[config.mk]
export PLATFORM = sky130hd
export DESIGN_NAME = tt_um_word_serializer_flat
export DESIGN_NICKNAME = d
export VERILOG_FILES = /design/src/rtl/tt_um_word_serializer_if.sv /design/src/rtl/tt_um_word_serializer.sv /design/src/flat_wrapper.sv
export SDC_FILE = /design/constraint.sdc
export NUM_CORES = 1
export LEC_CHECK = 0
export CAP_MARGIN = 20
export CELL_PAD_IN_SITES_DETAIL_PLACEMENT = 1
export CELL_PAD_IN_SITES_GLOBAL_PLACEMENT = 2
export CORE_ASPECT_RATIO = 0.6
export CORE_UTILIZATION = 40
export DETAILED_ROUTE_END_ITERATION = 12
export PLACE_DENSITY = 0.95
export SLEW_MARGIN = 20
export SYNTH_ARGS = -nofsm -noshare
export SYNTH_HDL_FRONTEND = slang
export SYNTH_SLANG_ARGS = --single-unit
[constraint.sdc]
create_clock -name clk -period 3.45 [get_ports clk]
set_input_delay 0.69 -clock clk [delete_from_list [all_inputs] [get_ports clk]]
set_output_delay 0.69 -clock clk [all_outputs]
set_load 0.01 [all_outputs]
[src/rtl/tt_um_word_serializer_if.sv]
// Byte-bus bundle for the word serializer.
// Host side drives ena/ui_in/uio_in and observes the outputs.
interface tt_um_word_serializer_if;
  logic       ena;
  logic [7:0] ui_in;
  logic [7:0] uio_in;
  logic [7:0] uo_out;
  logic [7:0] uio_out;
  logic [7:0] uio_oe;

  modport master (
    output ena, ui_in, uio_in,
    input  uo_out, uio_out, uio_oe
  );

  modport slave (
    input  ena, ui_in, uio_in,
    output uo_out, uio_out, uio_oe
  );
endinterface

[src/rtl/tt_um_word_serializer.sv]
// 32-bit parallel-to-serial transmitter, MSB first.
// Separate holding and shift registers allow back-to-back words.
module tt_um_word_serializer #(
  parameter int DIV = 1
) (
  input  logic clk,
  input  logic rst_n,
  tt_um_word_serializer_if.slave bus
);

  localparam logic [7:0] DLAST = 8'(DIV - 1);

  logic [31:0] hold_q, hold_d;
  logic [31:0] shreg_q, shreg_d;
  logic [2:0]  ptr_q, ptr_d;
  logic [4:0]  bitcnt_q, bitcnt_d;
  logic [7:0]  divcnt_q, divcnt_d;
  logic        busy_q, busy_d;
  logic        ovr_q, ovr_d;
  logic        done_q, done_d;

  logic wr, go, clr;
  logic full, wrap, ending, go_acc;
  logic unused_ok;

  assign wr  = bus.uio_in[0];
  assign go  = bus.uio_in[1];
  assign clr = bus.uio_in[2];
  assign unused_ok = ^bus.uio_in[7:3];

  assign full   = (ptr_q == 3'd4);
  assign wrap   = (divcnt_q == DLAST);
  assign ending = busy_q && (bitcnt_q == 5'd31) && wrap;
  assign go_acc = go && full && !clr && (!busy_q || ending);

  // Next-state: byte loading, go acceptance and bit shifting.
  always_comb begin
    hold_d   = hold_q;
    shreg_d  = shreg_q;
    ptr_d    = ptr_q;
    bitcnt_d = bitcnt_q;
    divcnt_d = divcnt_q;
    busy_d   = busy_q;
    ovr_d    = ovr_q;
    done_d   = ending;

    if (clr) begin
      ovr_d = 1'b0;
      ptr_d = 3'd0;
      if (wr) begin
        hold_d[31:24] = bus.ui_in;
        ptr_d = 3'd1;
      end
    end else if (go_acc) begin
      ptr_d = 3'd0;
      if (wr) begin
        hold_d[31:24] = bus.ui_in;
        ptr_d = 3'd1;
      end
    end else if (wr) begin
      unique case (ptr_q)
        3'd0: hold_d[31:24] = bus.ui_in;
        3'd1: hold_d[23:16] = bus.ui_in;
        3'd2: hold_d[15:8]  = bus.ui_in;
        3'd3: hold_d[7:0]   = bus.ui_in;
        default: ovr_d = 1'b1;
      endcase
      if (!full) ptr_d = ptr_q + 3'd1;
    end

    if (go_acc) begin
      shreg_d  = hold_q;
      bitcnt_d = 5'd0;
      divcnt_d = 8'd0;
      busy_d   = 1'b1;
    end else if (busy_q) begin
      if (wrap) begin
        divcnt_d = 8'd0;
        shreg_d  = {shreg_q[30:0], 1'b0};
        bitcnt_d = bitcnt_q + 5'd1;
        if (ending) busy_d = 1'b0;
      end else begin
        divcnt_d = divcnt_q + 8'd1;
      end
    end
  end

  // State registers; everything freezes while ena is low.
  always_ff @(posedge clk or negedge rst_n) begin
    if (!rst_n) begin
      hold_q   <= '0;
      shreg_q  <= '0;
      ptr_q    <= '0;
      bitcnt_q <= '0;
      divcnt_q <= '0;
      busy_q   <= 1'b0;
      ovr_q    <= 1'b0;
      done_q   <= 1'b0;
    end else if (bus.ena) begin
      hold_q   <= hold_d;
      shreg_q  <= shreg_d;
      ptr_q    <= ptr_d;
      bitcnt_q <= bitcnt_d;
      divcnt_q <= divcnt_d;
      busy_q   <= busy_d;
      ovr_q    <= ovr_d;
      done_q   <= done_d;
    end
  end

  assign bus.uo_out = {
    busy_q ? bitcnt_q : 5'd0,
    busy_q && (divcnt_q == 8'd0),
    busy_q,
    busy_q && shreg_q[31]
  };
  assign bus.uio_out = {ovr_q, done_q, full, busy_q, 4'b0000};
  assign bus.uio_oe  = 8'hF0;

endmodule

[src/flat_wrapper.sv]
// flat-port wrapper written by rule: the top's interface ports become plain ports
module tt_um_word_serializer_flat 
#(
  parameter int DIV = 1
)
  (clk, rst_n, bus_ena, bus_ui_in, bus_uio_in, bus_uo_out, bus_uio_out, bus_uio_oe);
  tt_um_word_serializer_if bus_i ();
  input  logic clk;
  input  logic rst_n;
  input wire logic [$bits(bus_i.ena)-1:0] bus_ena;
  input wire logic [$bits(bus_i.ui_in)-1:0] bus_ui_in;
  input wire logic [$bits(bus_i.uio_in)-1:0] bus_uio_in;
  output wire logic [$bits(bus_i.uo_out)-1:0] bus_uo_out;
  output wire logic [$bits(bus_i.uio_out)-1:0] bus_uio_out;
  output wire logic [$bits(bus_i.uio_oe)-1:0] bus_uio_oe;
  assign bus_i.ena = bus_ena;
  assign bus_i.ui_in = bus_ui_in;
  assign bus_i.uio_in = bus_uio_in;
  assign bus_uo_out = bus_i.uo_out;
  assign bus_uio_out = bus_i.uio_out;
  assign bus_uio_oe = bus_i.uio_oe;
  tt_um_word_serializer #(.DIV(DIV)) u_core (.clk(clk), .rst_n(rst_n), .bus(bus_i));
endmodule
---- Word-level counts from Yosys, hierarchy flattened ----
Cells that the tools add are included.
word-level totals
  register bits ........................... 83
  bits of input ports ..................... 19
  output and inout bits ................... 24
cells by class
  add/subtract/negate cells ............... 3
  eq/ne operators ......................... 8
  muxes and demuxes ....................... 31
  bitwise logic cells ..................... 2
  reductions and logical operators ........ 26
operators with widths
  cell                                                 number
  2-to-1 mux 32 bit                                    4
  2-to-1 mux 8 bit                                     10
  2-to-1 mux 5 bit                                     4
  AND reduction 5 bit                                  3
  2-to-1 mux 3 bit                                     4
  2-to-1 mux 1 bit                                     9
  AND reduction 3 bit                                  3
  adder 8 x 1 -> 8 bit, second input constant          1
  logical NOT 8 bit                                    1
  logical AND 1 bit                                    7
  equality test 3 x 2 -> 1 bit, second input constant  2
  nonzero test 2 bit                                   3
  nonzero test 3 bit                                   2
  adder 5 x 1 -> 5 bit, second input constant          1
  equality test 5 bit, second input constant           1
  AND reduction 4 bit                                  1
  OR reduction 4 bit                                   1
  adder 3 x 1 -> 3 bit, second input constant          1
  equality test 3 x 1 -> 1 bit, second input constant  1
  equality test 3 bit, second input constant           1
  logical NOT 3 bit                                    1
  != test 3 bit, second input constant                 1
  logical NOT 1 bit                                    2
  != test 2 x 1 -> 1 bit, second input constant        1
  4 further kinds                                      5

---- Longest topological paths before layout ----
  depth in word-level cells ............... 7
  mapped depth ............................ 9
  mapped depth without buffers ............ 7

---- Least setup slack after synthesis ----
No wires, ideal clock.
  path kind ............................... register to register
  start point ............................. register u_core.bitcnt_q[0]
  end point ............................... register u_core.hold_q[0]
  setup time .............................. 0.127 ns
  arrival time ............................ 2.045 ns
  data required time ...................... 3.323 ns
  path slack .............................. 1.278 ns
  stages on the path, launching flop included .. 8
  period minus slack after synthesis ...... 2.172 ns
  cell sequence ........................... dfrtp_1 ha_1 and3_1 ha_1 or4bb_1 o21ai_4 a211oi_4 mux2_1
between the ends
  cells in the longest elaborated chain, start to end .. 7
RTL lines
  item                                  line                          RTL
  start, declared                       tt_um_word_serializer.sv:16   logic [4:0] bitcnt_q, bitcnt_d;
  start signal, assigned                tt_um_word_serializer.sv:103  bitcnt_q <= bitcnt_d;
  equality test 5 bit                   tt_um_word_serializer.sv:33   assign ending = busy_q && (bitcnt_q == 5'd31) && wrap;
  logical AND 1 bit (2 in series)       tt_um_word_serializer.sv:33
  logical OR 1 bit                      tt_um_word_serializer.sv:34   assign go_acc = go && full && !clr && (!busy_q || ending);
  logical AND 1 bit                     tt_um_word_serializer.sv:34
  inverter 1 bit (no source line)       n/a
  AND reduction 5 bit (no source line)  n/a
  end signal, assigned                  tt_um_word_serializer.sv:100  hold_q <= hold_d;
  end, declared                         tt_um_word_serializer.sv:13   logic [31:0] hold_q, hold_d;
No other way between the ends.
A chain may end at the register's enable or synchronous reset.

---- Worst setup path in the final report ----
  start point ............................. register u_core.divcnt_q[5]
  end point ............................... output bus_uo_out[2]
between the ends
  cells in the longest elaborated chain, start to end .. 2
RTL lines
  item                    line                          RTL
  start, declared         tt_um_word_serializer.sv:17   logic [7:0] divcnt_q, divcnt_d;
  start signal, assigned  tt_um_word_serializer.sv:104  divcnt_q <= divcnt_d;
  logical NOT 8 bit       tt_um_word_serializer.sv:113  busy_q && (divcnt_q == 8'd0),
  logical AND 1 bit       tt_um_word_serializer.sv:113
  end, declared           flat_wrapper.sv:13            output wire logic [$bits(bus_i.uo_out)-1:0] bus_uo_out;
No other way between the ends.

==> impl_metrics.ini <==
[pwr]
p_leak_nw = 1.914
power_density_nw_per_um2 = 750.7
ir_drop_mv = 0.3133

[run_status]
status = completed

[critical_path]
crit_required_ns = 2.76
cp.buffers_inverters = 1
crit_family = simple AND/OR/NAND/NOR gates
crit_chain = nor4_2, and3_1, clkdlybuf4s50_1
start_kind = flip-flop
crit_slowest_cell = nor4_2
critPathArrivalTime_ns = 2.18
crit_type = flip-flop to output pin
worstPathMaxFanout = 5
critPathMaxStageDelay_ns = 0.58
critPathCaptureType = output pin

[placement]
place_ws_ns = 0.5923
place.port_buffers = 25
dpl.hpwl_mm = 7.625
gp_congestion = 0.8046
place_area_um2 = 4509

[synth]
synthTopCellsByArea = dfrtp_1 49%, mux2_1 7.8%, a31oi_1 4.9%, a21oi_1 4.3%, nand3_1 4.2%
synthArstFlopShare_pct = 100.0
synth_warnings = 0
synth_edf_count = 0
yosysMostFrequentCell = dfrtp_1
ys_seq_elements = 83
synth_largest_area_cell = dfrtp_1
synth.top_cell.area_share_pct = 49.36
syn-cell-area_um2 = 4208
synth.distinct_cells = 50
netlist_top_cells_count = 83 x dfrtp_1, 36 x a21oi_1, 35 x nand3_1
synth_area_per_cell_um2 = 10.24
synthCells = 411
synthFlopType = dfrtp_1
yosysSeqAreaShare_pct = 49.36

[timing]
slew_violations = 0
period_needed_ns = 2.871
finalSetupViolCount = 0
worst_pin_slew_ns = 0.8007
setup_slack_ns = 0.5794
rsz0062_at_grt = false
post-route-period-util_pct = 83.21
max_freq_ghz = 0.3484
hold_violations = 0
slew_headroom_pct = 46.62
skew_ns = 0.008461
timing.setup.tns_ns = 0

[layout]
utilization_pct = 47.57
n_antenna_cell = 0
fill_cells = 1090
drive_gt1_share_pct = 9.836
final_nets = 450
syn2layout_area_growth_pct = 13.68
final_area_um2 = 4783

[clocking]
cts_max_path_buffers = 2
cts_hold_buf = 0
cts.sinks = 83
worstSkewPairLatency_ns = 0.34
postCtsSetupRepairBufs = 0
clk_pin_slew_ns = 0.06
cts_made_buffers = 9
tritoncts = done
root_buffer = clkbuf_16
cts_max_level = 3
ctsResizeCount = 0

[floorplan]
dieArea_um2 = 10950
start_util_pct = 41.85
io_pins = 43
die_w_um = 134.4
num_rows = 28
die_h_um = 81.45
coreArea_um2 = 10050

[grt]
grt_max_degree = 84
track_usage_pct = 22.51
grt_overflow = 0
grt_pass1_wl_mm = 18.75
grt_antenna_before_repair = 0
grt_pass1_vias = 3456

[routing]
avgRoutedWirePerCell_um = 20.27
wl_mm = 11.39
drt_iter0_drc = 269
vias = 3316
ant_nets = 0
drtPass1Iterations = 4
drc = 0
via_per_inst = 5.900

[job]
maxCapViolCount = 0

[min_path]
hold_class = input pin to asynchronous set/reset pin
[cell usage in the layout, fill, tap and decap left out, types with 4 or more instances in the layout]
cell type and instances:
nor2_1 6, a31oi_1 32, xor2_1 4, a21oi_1 36, inv_1 12, clkbuf_16 9
conb_1 12, o21ai_0 11, nand3_1 35, and3_1 4, and2_1 8, nand2_1 13
o21ai_1 31, buf_4 12, ha_1 9, clkdlybuf4s50_1 24, o211ai_1 8, dfrtp_1 83
mux2_1 29
[kinds of logic after synthesis]
logic type / share of synthesized area (%)
DFF: 49.36
AOI/OAI and AO/OA: 19.72
other: 0.1785
and+or+nand+nor: 11.09
buffers and inverters: 7.344
adders and majority gates: 2.676
muxes: 8.802
xor gates and xnor gates: 0.8325
[worst paths after layout]
check	start	endpoint	slack (ns)	cells after the start
worst min register to register	u_core.hold_q[0]$_DFFE_PN0P_	u_core.hold_q[0]$_DFFE_PN0P_	0.49	1
worst max-delay path	u_core.divcnt_q[5]$_DFFE_PN0P_	bus_uo_out[2]	0.58	3
worst max register to register	u_core.bitcnt_q[0]$_DFFE_PN0P_	u_core.shreg_q[12]$_DFFE_PN0P_	0.68	8
min in group clk	u_core.hold_q[0]$_DFFE_PN0P_	u_core.hold_q[0]$_DFFE_PN0P_	0.49	1
worst min-delay path	rst_n	u_core.ptr_q[1]$_DFFE_PN0P_	0.37	1
max in group asynchronous	rst_n	u_core.done_q$_DFFE_PN0P_	2.49	1
[registers in the layout, summed over array words and instances, names as in the netlist]
| name | flops |
|---|---|
| u_core.hold_q | 32 |
| u_core.shreg_q | 32 |
| u_core.divcnt_q | 8 |
| u_core.bitcnt_q | 5 |
| u_core.ptr_q | 3 |
| u_core.busy_q | 1 |
| u_core.done_q | 1 |
| u_core.ovr_q | 1 |
[area by class of cell]
class	count	area (um^2)	share of cell area, %
repair buffers	37	341.6	7.141
multi-input cells	278	1877	39.24
clock buffers	10	229.0	4.787
clock inverters	6	41.29	0.8632
inverters	13	48.80	1.020
well taps	135	168.9	3.531
flip-flops and latches	83	2077	43.42
[power by group]
group / internal [mW] / switching [mW] / total (mW)
Sequential: 1.33 / 0.248 / 1.58
Combinational: 0.483 / 0.639 / 1.12
Clock: 0.488 / 0.400 / 0.888
Total: 2.30 / 1.29 / 3.59
[metal layers]
metal / vias to the layer above / part of all wire (%) / global-route usage [%]
met1: 1727 / 49 / 31.74
met2: 69 / 47 / 35.49
met4: 0 / 0.82 / 6.517
met3: 7 / 3.2 / 4.383
met5: - / 0 / 0
li1: 1513 / - / -
[through the flow]
| stage | power (mW) | hold WS, ns | std cells |
|---|---|---|---|
| 6_report | 3.591 | 0.3710 | 562 |
| 5_1_grt | 3.824 | 0.4474 | 562 |
| 4_1_cts | 3.611 | 0.4973 | 562 |
| 3_5_place_dp | 2.710 | 0.4760 | 546 |
| 3_3_place_gp | 2.598 | 0.4671 | 546 |
| 2_1_floorplan | 2.280 | 0.3944 | 421 |
Power figures use the tool's default switching activity.
==> variant (config.mk and constraints unchanged) <==
Make the reset (`rst_n`) synchronous in one clocked block.
--- a/src/rtl/tt_um_word_serializer.sv
+++ b/src/rtl/tt_um_word_serializer.sv
@@ -86,7 +86,7 @@
   end
 
   // State registers; everything freezes while ena is low.
-  always_ff @(posedge clk or negedge rst_n) begin
+  always_ff @(posedge clk) begin
     if (!rst_n) begin
       hold_q   <= '0;
       shreg_q  <= '0;
Behaviour: differs if rst_n is asserted again (counterexample within 10 cycles, from zero or initial values and one cycle with rst_n low); with rst_n held inactive, the same outputs for 10 cycles.
==> variant against the unedited design <==
Cell area down 1.2%. Routed wire length grew 11%. Global-route usage up 2.1 points. Critical endpoint is now u_core.shreg_q[14]. Maximum frequency is 1.0% higher. Synthesized area increased by 0.27%. Core utilization fell by 0.58 points. Sequential cell count is the same. Worst setup slack better by 29 ps.
Power is not compared: it rests on default switching activity, and its combinational part moved more than twofold at a synthesized area within 25%.
==> variant: results (changes against the unedited design) <==
- Status: completed
- GRT Overall Usage: 24.64% (+2.1 points)
- Width of the die: 134.6 um (+0.13%)
- Family with the most delay on the worst path: compound AO/OA/AOI/OAI gates
- Wire per inst: 19.66 um (-3.0%)
- Largest net degree at the start of global routing: 50 (-40%)
- CP Max Fanout: 21 (+16)
- Peak VDD IR: 0.2373 mV
- Layout cells sized above 1: 8.627% (-1.2 points)
- Post-Syn Area per Cell: 8.289 um2 (-19%)
- Post-synth top cells: dfxtp_1 (83), nand3_1 (70), a21oi_1 (65), o21ai_0 (38), nand2_1 (34)
- First-pass DRT Iterations: 4 (unchanged)
- Area contributors post-synth: dfxtp_1 (39%), nand3_1 (8.3%), a21oi_1 (7.7%), a311oi_1 (5.8%), o21ai_0 (4.5%)
- Initial antenna violation count: 0 (unchanged)
- Gpl congestion: 0.8256 (+2.6%)
- Worst setup path end: u_core.shreg_q[14]
- Worst path slowest cell: o21ai_4
- Initial drt markers: 350 (+30%)
- Vias: 3891 (+17%)
- # diodes: 0 (unchanged)
- # H-tree levels: 3 (unchanged)
- Dpl cells: 629 (+15%)
- Final instance count without filler cells: 645 (+15%)
- Final Skew: 7.043 ps (-1.418 ps)
- Max-slew violations: 0 (unchanged)
- Synth warn: 0 (unchanged)
- Fraction of registers with async set/reset: 0% (-100 points)
- First-pass GRT wire length: 20600 um (+9.9%)
- R2R Path Start: u_core.bitcnt_q[0]
- CP Data Arrival Time: 3080 ps (+900 ps)
- Worst-skew pair later-pin latency: 340 ps (about the same)
- Port bufs: 25 (unchanged)
- Distinct cells, synth: 55 (+10%)
- Maximum buffer depth of the clock tree: 2 (unchanged)
- Slowest stage delay, CP: 600 ps (+20 ps)
- Fillers: 1202 (+10%)
- Hold_ws: 455.4 ps (+84.42 ps)
- Slew margin rel.: 49.78% (+3.2 points)
- DPL Wire Length: 8388 um (+10%)
- Hold WC Path Type: reg -> reg
- Crit Path Class: reg -> reg
- Nets@finish: 533 (+18%)
- Postcts setup bufs: 0 (unchanged)
- R2R Setup Slk: 610 ps (-70 ps)
- Sw Pwr: 0.5122 mW
- Post-synthesis sequential area ratio: 39.38% (-10 points)
- Top flop regs: u_core.hold_q (32), u_core.shreg_q (32), u_core.divcnt_q (8)
[variant: cell type report]
type	instances	area share (%)
Multi-Input combinational cell	362	46.85
Tap cell	135	3.575
Sequential cell	83	35.17
Clock buffer	11	4.926
Inverter	10	0.7945
Timing Repair Buffer	39	8.051
Clock inverter	5	0.6356
[variant: how the worst min path moves through the flow]
stage	from	end	cells after the start
global placement	u_core.hold_q[22]	u_core.hold_q[22]	2
finish	u_core.hold_q[8]	u_core.hold_q[8]	2
global route	u_core.hold_q[13]	u_core.hold_q[13]	2
detailed placement	u_core.hold_q[8]	u_core.hold_q[8]	2
CTS	u_core.hold_q[8]	u_core.hold_q[8]	2
floorplan	u_core.hold_q[10]	u_core.hold_q[10]	2
[variant: through the flow]
step	utilization [%]	worst slack (ps)	total power [mW]	cell area [um2]
floorplan	-	1323	1.109	4257
finish	46.99	608.2	2.023	4725
global route	46.99	476.3	2.095	4725
detailed placement	44.38	524.2	1.160	4462
global placement	44.38	571.3	1.154	4462
CTS	46.99	612.8	2.041	4725
[variant: cells by family (layout without fill, tap and decap cells)]
group                      count (synthesis)  count (layout)  synth area share, %
AOI/OAI and AO/OA                        185             185                28.56
xor gates and xnor gates                   6               6                1.246
DFF                                       83              83                39.38
buffers and inverters                     74              65                9.342
and+or+nand+nor                          150             150                18.62
other                                      2              12               0.1780
adders and majority gates                  9               9                2.669
[variant: power groups by stage]
stage,clock network (mW),registers (mW),logic (mW)
4_1_cts,0.901,0.986,0.153
3_5_place_dp,0,1.01,0.152
3_3_place_gp,0,1.01,0.147
2_1_floorplan,0,1.00,0.107
6_report,0.881,0.987,0.155
5_1_grt,0.937,0.988,0.170
[variant: worst min-delay path, cell delays in order, from the launching register on]
cell     delay, ps
dfxtp_1        310
nand2_1         50
a21oi_1         50
[variant: per-layer routing]
layer / track usage [%] / up-vias / part of all wire [%]
met5: 0 / - / 0
met4: 6.742 / 0 / 0.84
met3: 5.370 / 12 / 3.9
met2: 38.60 / 72 / 44
met1: 34.25 / 1938 / 52
li1: - / 1869 / -
